**src/rtl/kanagawa_hal_pipeline_receive_fifo.sv**
```systemverilog
// kanagawa_hal_pipeline_receive_fifo: show-ahead receive FIFO absorbing in-flight writes after almost_full
module kanagawa_hal_pipeline_receive_fifo #(
  parameter int WIDTH      = 32,
  parameter int FIFO_DEPTH = 16,
  parameter int ROUND_TRIP = 4
) (
  input  logic                          clk,
  input  logic                          rst_n,
  input  logic                          wr_valid,
  input  logic [WIDTH-1:0]              wr_data,
  output logic                          rd_valid,
  output logic [WIDTH-1:0]              rd_data,
  input  logic                          rd_ready,
  output logic                          almost_full,
  output logic [$clog2(FIFO_DEPTH):0]   count,
  output logic                          overflow
);
  localparam int AW = $clog2(FIFO_DEPTH);
  localparam int CW = AW + 1;
  if ((FIFO_DEPTH < 2) || ((FIFO_DEPTH & (FIFO_DEPTH - 1)) != 0)) begin : g_bad_depth
    $error("FIFO_DEPTH must be a power of two >= 2");
  end
  if (ROUND_TRIP >= FIFO_DEPTH) begin : g_bad_rt_hi
    $error("ROUND_TRIP must be less than FIFO_DEPTH");
  end
  if (ROUND_TRIP < 1) begin : g_bad_rt_lo
    $error("ROUND_TRIP must be at least 1");
  end
  logic [WIDTH-1:0] mem [FIFO_DEPTH];
  logic [AW-1:0] wr_ptr_q, wr_ptr_d, rd_ptr_q, rd_ptr_d;
  logic [CW-1:0] count_q, count_d;
  logic          af_q, af_d, ov_q, ov_d;
  logic          rd_fire, wr_acc;
  always_comb begin
    rd_fire  = (count_q != '0) && rd_ready;
    wr_acc   = wr_valid && ((count_q != CW'(FIFO_DEPTH)) || rd_fire);
    wr_ptr_d = wr_acc ? wr_ptr_q + 1'b1 : wr_ptr_q;
    rd_ptr_d = rd_fire ? rd_ptr_q + 1'b1 : rd_ptr_q;
    count_d  = count_q + CW'(wr_acc) - CW'(rd_fire);
    af_d     = count_d >= CW'(FIFO_DEPTH - ROUND_TRIP);
    ov_d     = ov_q || (wr_valid && !wr_acc);
  end
  always_ff @(posedge clk or negedge rst_n) begin
    if (!rst_n) begin
      wr_ptr_q <= '0;
      rd_ptr_q <= '0;
      count_q  <= '0;
      af_q     <= 1'b0;
      ov_q     <= 1'b0;
    end else begin
      wr_ptr_q <= wr_ptr_d;
      rd_ptr_q <= rd_ptr_d;
      count_q  <= count_d;
      af_q     <= af_d;
      ov_q     <= ov_d;
    end
  end
  // Storage is deliberately left unreset; pointers alone define validity.
  always_ff @(posedge clk) begin
    if (wr_acc) mem[wr_ptr_q] <= wr_data;
  end
  assign rd_valid    = count_q != '0;
  assign rd_data     = mem[rd_ptr_q];
  assign almost_full = af_q;
  assign count       = count_q;
  assign overflow    = ov_q;
endmodule

```
**config.mk**
```make
export PLATFORM = sky130hd
export DESIGN_NAME = kanagawa_hal_pipeline_receive_fifo
export DESIGN_NICKNAME = d
export VERILOG_FILES = /design/src/rtl/kanagawa_hal_pipeline_receive_fifo.sv
export SDC_FILE = /design/constraint.sdc
export NUM_CORES = 1
export LEC_CHECK = 0
export CORE_MARGIN = 2
export CORE_UTILIZATION = 45
export DETAILED_ROUTE_END_ITERATION = 16
export SLEW_MARGIN = 20
export SYNTH_ARGS = -nofsm -noshare
export SYNTH_HDL_FRONTEND = slang
export SYNTH_SLANG_ARGS = --single-unit
```
**constraint.sdc**
```tcl
create_clock -name clk -period 10.13 [get_ports clk]
set_clock_uncertainty 0.05 [all_clocks]
set_input_delay 1.013 -clock clk [delete_from_list [all_inputs] [get_ports clk]]
set_output_delay 1.013 -clock clk [all_outputs]
set_load 0.005 [all_outputs]
```
==> results.toml, run 1 <==
[clocking]
postCtsHoldBufs = 0
htree_levels = 2
clock-sinks = 527
post_cts_buffers = 0
clk_path_buf_depth = 3
cts-root-buf = "clkbuf_16"
tritoncts = "yes"
path_clk_slew_ns = 0.06
clkLatencyLatePin_ns = 0.58
ctsResizeCount = 0
cts_made_buffers = 53

[logic_synthesis]
post_synth_num_cell_types = 35
yosys.area.top_type = "edfxtp_1"
synthTopCellsByArea = "edfxtp_1, mux4_2, mux2i_1, a221oi_1, dfrtp_1"
yosys_warnings = 0
synth_flop_cell = "edfxtp_1"
synth_edf_count = 512
syn_inst = 1014
ys_seq_area_share_pct = 77.01
async_flop_share_pct = 2.846
netlist_area_mm2 = 0.02045
synth.net_count = 1062
synth_seq_cells = 527
netlist.area_leader.share_pct = 75.17
syn_area_per_cell_um2 = 20.17

[worst_setup_path]
critPathKind = "flop to output port"
worstPathMaxFanout = 35
critical_path_required_ns = 9.07
r2r_setup_slack_ns = 7.04
reg2regPathDepth = 14
startpoint = "rd_ptr_q[2]"
worstSetupStartpointType = "flop"
worstPathArrival_ns = 3.79
reg2reg_to = "almost_full"
end_kind = "output port"
r2r-start = "count[3]"

[layout]
antenna_cells = 0
drive_gt1_share_pct = 16.42
final_area_mm2 = 0.02363
layout.area.seq_mm2 = 0.01576
multi_input_area_mm2 = 0.004409
syn_to_final_growth_pct = 15.54
final-instance-count-excl-fill = 1757
fill_cells = 3596
fin_nets = 1164

[detailed_routing]
drc_errors = 0
drtPass1Iterations = 5
routed_wl_mm = 44.34
wl_per_cell_um = 25.23
drtIter0Drc = 856
num_vias = 10046
ant_nets = 0
viasPerCell = 5.718

[sta]
layout_min_cycle_time_ns = 4.856
rsz0062_at_grt = "no"
hold_violations = 0
fmax_mhz = 205.9
fin_crit_sh_pct = 47.94
finalSetupViolations = 0
fin_setup_tns_ns = 0
drv_slew = 0
relSlewSlack_pct = 36.38
fin_ws_ns = 5.274
worst_pin_slew_ns = 0.9543

[run_status]
outcome = "completed"

[die]
die_y_um = 217.2
placementRows = 78
die_w_um = 217.2
dieArea_mm2 = 0.04717
start_util_pct = 45.36
ios = 76
coreArea_mm2 = 0.04509

[min_path]
holdCritStartpoint = "overflow"
hold_depth = 1
hold_path_end = "overflow"
worst_hold_path_type = "flop to flop"

[global_route]
grt_pass1_wl_mm = 65.80
overflow = 0
grt_max_degree = 117
grt_usage_pct = 19.14
antenna_found_initial = 0
grt_pass1_vias = 10208

[power]
finalPower_mw = 6.755
p_leak_nw = 7.842
p_per_area_mw_per_mm2 = 285.9
ir_worst_vdd_mv = 0.2427

[place]
pre_cts_ws_ns = 5.869
dp_hpwl_mm = 22.84
port_buffers = 75
place_area_mm2 = 0.02194
gp_congestion = 0.7210
dp_cells = 1661

[flow_run]
cap_violations = 0
-- Yosys cell counts (all sizes together) (2+ instances only) --
cell    instances
a21oi           2
a221oi         64
a22oi          32
and2            2
buf            39
clkbuf         17
dfrtp          15
edfxtp        512
ha             11
inv            14
mux2i         128
mux4           64
nand2          39
nand2b          3
nor2           13
nor3            5
o21ai          33
xnor2           7
xor2            2
-- cell families after synthesis --
group,synth area share (%)
AND/OR/NAND/NOR,1.432
buffers and inverters,2.013
flip-flops,77.01
adder cells (fa/ha/maj),0.7708
multiplexers,13.39
AO/OA/AOI/OAI,5.004
XOR/XNOR,0.3854
-- critical path: stages, from the launching register on --
cell             delay (ns)
dfrtp_1                0.32
buf_4                  0.47
and2_2                 0.81
buf_4                  0.55
a221oi_1               0.20
o21ai_0                0.22
nand2_1                0.14
clkdlybuf4s50_1        0.46
-- placed cells by master (no fill, tap or decap), drive strengths merged, types with 2 or more instances in the layout --
cell type | Yosys | routed
a21oi | 2 | 2
a221oi | 64 | 64
a22oi | 32 | 32
and2 | 2 | 2
buf | 39 | 28
bufinv | 0 | 5
clkbuf | 17 | 63
clkdlybuf4s50 | 0 | 75
clkinv | 0 | 25
clkinvlp | 0 | 2
dfrtp | 15 | 15
edfxtp | 512 | 512
ha | 11 | 11
inv | 14 | 15
mux2i | 128 | 128
mux4 | 64 | 64
nand2 | 39 | 39
nand2b | 3 | 3
nor2 | 13 | 13
nor3 | 5 | 5
o21ai | 33 | 33
xnor2 | 7 | 7
xor2 | 2 | 2
-- metrics by stage --
| step | utilization, % | hold WS [ns] |
|---|---|---|
| 3_5_place_dp | 48.67 | 0.4058 |
| 2_1_floorplan | - | 0.4116 |
| 6_report | 52.41 | 0.4117 |
| 5_1_grt | 52.41 | 0.4322 |
| 4_1_cts | 52.41 | 0.4190 |
| 3_3_place_gp | 48.67 | 0.4094 |
-- cell type report --
cell class	count	share of cell area [%]
tap	600	3.177
inverter	14	0.2224
multi-input combinational	417	18.66
clock inverter	33	1.181
sequential	527	66.69
clock buffer	63	5.951
timing repair buffer	103	4.119
-- registers in the layout, indices dropped and copies added, names as in the netlist --
signal       count
mem            512
wr_ptr_q         4
rd_ptr_q         4
almost_full      1
overflow         1
count            5
-- layer usage --
layer  vias up  GRT usage, %  share of wire, %
met5         -             0                 0
met4         0         6.096               2.2
met3        73         2.837               5.0
met2       288         31.14                49
met1      5270         26.84                44
li1       4415             -                 -
-- report_power, final --
part / internal (mW) / total [mW] / switching (mW) / leakage [nW]
Sequential: 2.64 / 2.77 / 0.126 / 4.80
Combinational: 0.948 / 2.09 / 1.14 / 2.22
Clock: 1.11 / 1.90 / 0.790 / 0.823
-- worst max path at each step --
stage	depth (start not counted)	slack [ns]	to
3_3_place_gp	7	5.90	rd_data[20]
2_1_floorplan	4	5.82	mem[3][0]
4_1_cts	6	5.23	rd_data[26]
6_report	7	5.27	rd_data[20]
3_5_place_dp	7	5.87	rd_data[20]
5_1_grt	7	5.04	rd_data[15]
(Power assumes the default switching activity.)
==> inputs of run 2 (changes only) <==
==> constraint.sdc (replaced) <==
create_clock -name clk -period 5 [get_ports clk]
set_clock_uncertainty 0.05 [all_clocks]
set_input_delay 0.5 -clock clk [delete_from_list [all_inputs] [get_ports clk]]
set_output_delay 0.5 -clock clk [all_outputs]
set_load 0.005 [all_outputs]
==> run 2 against run 1 <==
- clock-buffer cell count rose by 9
- sequential share of layout area up 0.088 points
- critical path depth fell by 1
- largest power group unchanged
==> results.toml, run 2 (same netlist as run 1, synthesis figures left out) <==
[place]
place_area_mm2 = 0.02203
port_buffers = 75
gp_congestion = 0.6892
dp_hpwl_mm = 23.93

[layout]
final_area_mm2 = 0.02360
fill_cells = 3560
multi_input_area_mm2 = 0.004409
drive_gt1_share_pct = 16.02
fin_nets = 1168
layout_commonest_cell = "edfxtp_1"
antenna_cells = 0
largest_reg_flops = 512
final_util_pct = 52.34
syn_to_final_growth_pct = 15.39
largest_register = "mem"
final_cell_mix = "edfxtp_1, mux2i_1, clkdlybuf4s50_1"
layout.area.seq_mm2 = 0.01576

[detailed_routing]
drtIter0Drc = 757
viasPerCell = 5.627
ant_nets = 0
wl_per_cell_um = 24.99
num_vias = 9909
drtPass1Iterations = 7
routed_wl_mm = 44.00
drc_errors = 0

[worst_setup_path]
r2r-start = "count[2]"
worstPathMaxFanout = 46
crit_family = "buffers and inverters"
r2r_setup_slack_ns = 1.82
worstPathCellList = "nor2b_4, buf_4, a221oi_1, o21ai_0, nand2_1, clkdlybuf4s50_1"
cpPeakStageDelay_ns = 0.67
worstPathArrival_ns = 3.49
slowest_stage = "buf_4"
critical_path_required_ns = 4.45
critPathBufInv = 2
critPathKind = "flop to output port"
reg2regPathDepth = 7
reg2reg_to = "mem[7][14]"
end_kind = "output port"
worstSetupStartpointType = "flop"

[run_status]
outcome = "completed"

[min_path]
worst_hold_path_type = "input port to asynchronous set/reset pin"

[sta]
fin_crit_sh_pct = 80.71
finalSetupViolations = 0
worst_pin_slew_ns = 0.8818
fmax_mhz = 247.8
hold_violations = 0
fin_setup_tns_ns = 0
relSlewSlack_pct = 41.03
rsz0062_at_grt = "no"
drv_slew = 0
layout_min_cycle_time_ns = 4.035

[power]
power.net_switching_mw = 4.144
p_leak_nw = 7.820
finalPower_mw = 13.52
ir_worst_vdd_mv = 0.3249
clock_power_share_pct = 26.9
p_per_area_mw_per_mm2 = 572.8
seq_power_share_pct = 41.6
internal_power_mw = 9.374
swShare_pct = 30.66
comb_power_share_pct = 31.5

[die]
die_y_um = 217.2
ios = 76
start_util_pct = 45.36
dieArea_mm2 = 0.04717
coreArea_mm2 = 0.04509
placementRows = 78
die_w_um = 217.2

[clocking]
tritoncts = "yes"
postCtsHoldBufs = 0
cts_made_buffers = 52
clk_path_buf_depth = 3
cts-root-buf = "clkbuf_16"
ctsResizeCount = 0
clkLatencyLatePin_ns = 0.58
htree_levels = 2
clock-sinks = 527
path_clk_slew_ns = 0.06
post_cts_buffers = 0

[global_route]
grt_pass1_vias = 10168
antenna_found_initial = 0
grt_usage_pct = 19.03
grt_pass1_wl_mm = 65.56
overflow = 0
grt_max_degree = 53

[flow_run]
cap_violations = 0
run 2: cell count changes in the layout (fill, tap and decap cells not counted), sizes merged:
cell and change:
clkbuf +9, clkinv -7, buf +5, bufinv -3, clkinvlp -2, inv +2
run 2: power by group through the flow:
stage | sequential (mW) | clock [mW] | combinational [mW]
after floorplan | 5.55 | 0 | 2.79
after global placement | 5.71 | 0 | 4.31
after detailed placement | 5.72 | 0 | 4.34
after CTS | 5.63 | 3.71 | 4.36
after global routing | 5.67 | 3.88 | 4.61
final | 5.62 | 3.63 | 4.26
run 2: layout make-up:
class | count | share of cell area, %
clock buffers | 72 | 5.965
clock inverters | 23 | 0.6733
inverters | 14 | 0.2227
multi-input cells | 417 | 18.68
flip-flops and latches | 527 | 66.78
well taps | 600 | 3.181
repair buffers | 108 | 4.496
run 2: worst reg2reg max path: stages, from the launching register on:
cell	delay, ns
dfrtp_1	0.38
inv_1	0.07
ha_1	0.21
nor3b_1	0.16
a31oi_2	0.46
nand2_1	0.37
nor2_4	0.71
buf_4	0.46
run 2: per-stage QoR:
stage	hold WS, ns	std cells	setup WS, ns
after floorplan	0.1544	1014	0.9483
after global placement	0.4060	1666	1.547
after detailed placement	0.4064	1666	1.525
after CTS	0.3818	1761	0.8804
after global routing	0.4162	1761	0.6965
final	0.3710	1761	0.9647
run 2: worst max-delay path by stage:
stage	from	end	cells after the start
2_1_floorplan	count[2]	mem[3][0]	6
3_3_place_gp	rd_ptr_q[0]	rd_data[2]	6
3_5_place_dp	rd_ready	mem[7][14]	6
4_1_cts	rd_ptr_q[0]	rd_data[2]	6
5_1_grt	rd_ptr_q[0]	rd_data[2]	6
6_report	rd_ptr_q[1]	rd_data[27]	6
run 2: metal layers:
metal | wire, um | global-route usage, %
met5 | 0 | 0
met4 | 757 | 4.817
met3 | 2210 | 3.592
met2 | 22070 | 31.78
met1 | 18960 | 25.92
==> inputs of run 3 (changes only) <==
==> constraint.sdc (replaced) <==
create_clock -name clk -period 3.91 [get_ports clk]
set_clock_uncertainty 0.05 [all_clocks]
set_input_delay 0.391 -clock clk [delete_from_list [all_inputs] [get_ports clk]]
set_output_delay 0.391 -clock clk [all_outputs]
set_load 0.005 [all_outputs]
==> run 3 against run 2 <==
- critical path depth is the same
- cell count increased by 0.40%
- non-clock buffer count up 7
- design area increased by 0.49%
- sequential share of layout area fell by 0.33 points
- flip-flop and latch count unchanged
- first-iteration DRC count is 5.2% higher
- combinational power rose by 32%
- core utilization up 0.26 points
- global-route usage rose by 0.21 points
==> results.toml, run 3 (same netlist as run 1, synthesis figures left out) <==
[flow_run]
cap_violations = 0

[place]
gp_congestion = 0.6896
dp_cells = 1673
place_area_mm2 = 0.02212
pre_cts_ws_ns = 0.7536
dp_hpwl_mm = 22.77
port_buffers = 75

[power]
finalPower_mw = 17.43
p_leak_nw = 7.888
comb_power_share_pct = 32.3
internal_power_mw = 12.08
seq_power_share_pct = 40.8
power.net_switching_mw = 5.353
clock_power_share_pct = 26.9
ir_worst_vdd_mv = 0.4885
swShare_pct = 30.70
p_per_area_mw_per_mm2 = 735.1

[layout]
largest_register = "mem"
largest_reg_flops = 512
fill_cells = 3539
drive_gt1_share_pct = 16.70
fin_nets = 1176
syn_to_final_growth_pct = 15.95
final_cell_mix = "edfxtp_1, mux2i_1, clkdlybuf4s50_1"
antenna_cells = 0
layout_commonest_cell = "edfxtp_1"
final_area_mm2 = 0.02372
final-instance-count-excl-fill = 1768

[worst_setup_path]
worstPathArrival_ns = 3.22
worstSetupStartpointType = "flop"
reg2regPathDepth = 14
critPathKind = "flop to output port"
worstPathMaxFanout = 55
critical_path_required_ns = 3.47
end_kind = "output port"

[sta]
hold_violations = 0
finalSetupViolations = 0
drv_slew = 0
worst_pin_slew_ns = 1.110
rsz0062_at_grt = "no"
fin_ws_ns = 0.2468
layout_min_cycle_time_ns = 3.663
relSlewSlack_pct = 25.86
fin_crit_sh_pct = 93.69
fmax_mhz = 273.0
fin_setup_tns_ns = 0

[clocking]
clkLatencyLatePin_ns = 0.59
clock-sinks = 527
cts_made_buffers = 53
postCtsHoldBufs = 0
tritoncts = "yes"
cts-root-buf = "clkbuf_16"
post_cts_buffers = 0
ctsResizeCount = 0
clk_path_buf_depth = 3
path_clk_slew_ns = 0.06
htree_levels = 2

[global_route]
grt_usage_pct = 19.24
overflow = 0
antenna_found_initial = 0
grt_pass1_vias = 10199
grt_pass1_wl_mm = 66.06
grt_max_degree = 67

[die]
dieArea_mm2 = 0.04717
die_w_um = 217.2
die_y_um = 217.2
ios = 76
start_util_pct = 45.36
coreArea_mm2 = 0.04509
placementRows = 78

[detailed_routing]
num_vias = 9882
drtIter0Drc = 796
routed_wl_mm = 44.61
drtPass1Iterations = 5
wl_per_cell_um = 25.23
drc_errors = 0
ant_nets = 0
viasPerCell = 5.589

[min_path]
worst_hold_path_type = "input port to asynchronous set/reset pin"

[run_status]
outcome = "completed"
run 3: changes by cell type in the layout (fill, tap and decap cells not counted), sizes merged:
| cell | delta |
|---|---|
| clkbuf | -2 |
| clkinv | +4 |
| buf | +7 |
| inv | -2 |
run 3: final timing paths:
kind | start | endpoint | slack, ns
max | rd_ptr_q[0] | rd_data[28] | 0.25
max reg2reg | count[2] | almost_full | 0.85
max in group asynchronous | rst_n | rd_ptr_q[0] | 3.10
min in group clk | overflow | overflow | 0.43
min reg2reg | overflow | overflow | 0.43
min | rst_n | overflow | 0.18
run 3: critical path: stages (launching register included):
cell             delay (ns)
dfrtp_4                0.72
buf_12                 0.42
mux2i_1                0.14
a221oi_1               0.50
a22oi_1                0.19
nand2_1                0.14
clkdlybuf4s50_1        0.51
run 3: layout make-up:
| cell class | instances | area, um^2 | area share (%) |
|---|---|---|---|
| Inverter | 14 | 52.55 | 0.2216 |
| Tap cell | 600 | 750.7 | 3.166 |
| Clock inverter | 25 | 160.2 | 0.6753 |
| Multi-Input combinational cell | 417 | 4434 | 18.70 |
| Clock buffer | 70 | 1433 | 6.041 |
| Sequential cell | 527 | 15760 | 66.45 |
| Timing Repair Buffer | 115 | 1126 | 4.748 |
run 3: through the flow:
stage | utilization, % | hold slack [ns]
2_1_floorplan | - | 0.04541
3_3_place_gp | 49.06 | 0.4023
3_5_place_dp | 49.06 | 0.4088
4_1_cts | 52.60 | 0.1931
5_1_grt | 52.60 | 0.2331
6_report | 52.60 | 0.1815
run 3: power groups by stage:
| stage | Combinational [mW] | Sequential [mW] | Clock (mW) |
|---|---|---|---|
| 3_3_place_gp | 5.68 | 7.21 | 0 |
| 4_1_cts | 5.73 | 7.11 | 4.78 |
| 3_5_place_dp | 5.71 | 7.23 | 0 |
| 5_1_grt | 6.10 | 7.16 | 5.00 |
| 6_report | 5.63 | 7.11 | 4.70 |
| 2_1_floorplan | 3.58 | 7.09 | 0 |
run 3: routing by layer:
layer  track usage [%]  routed length, um  vias up  share of wire, %
met5                 0                  0        -                 0
met4             5.639                937        0               2.1
met3             2.879               2086       63               4.7
met2             31.61              21830      235                49
met1             26.86              19760     5149                44
li1                  -                  -     4435                 -
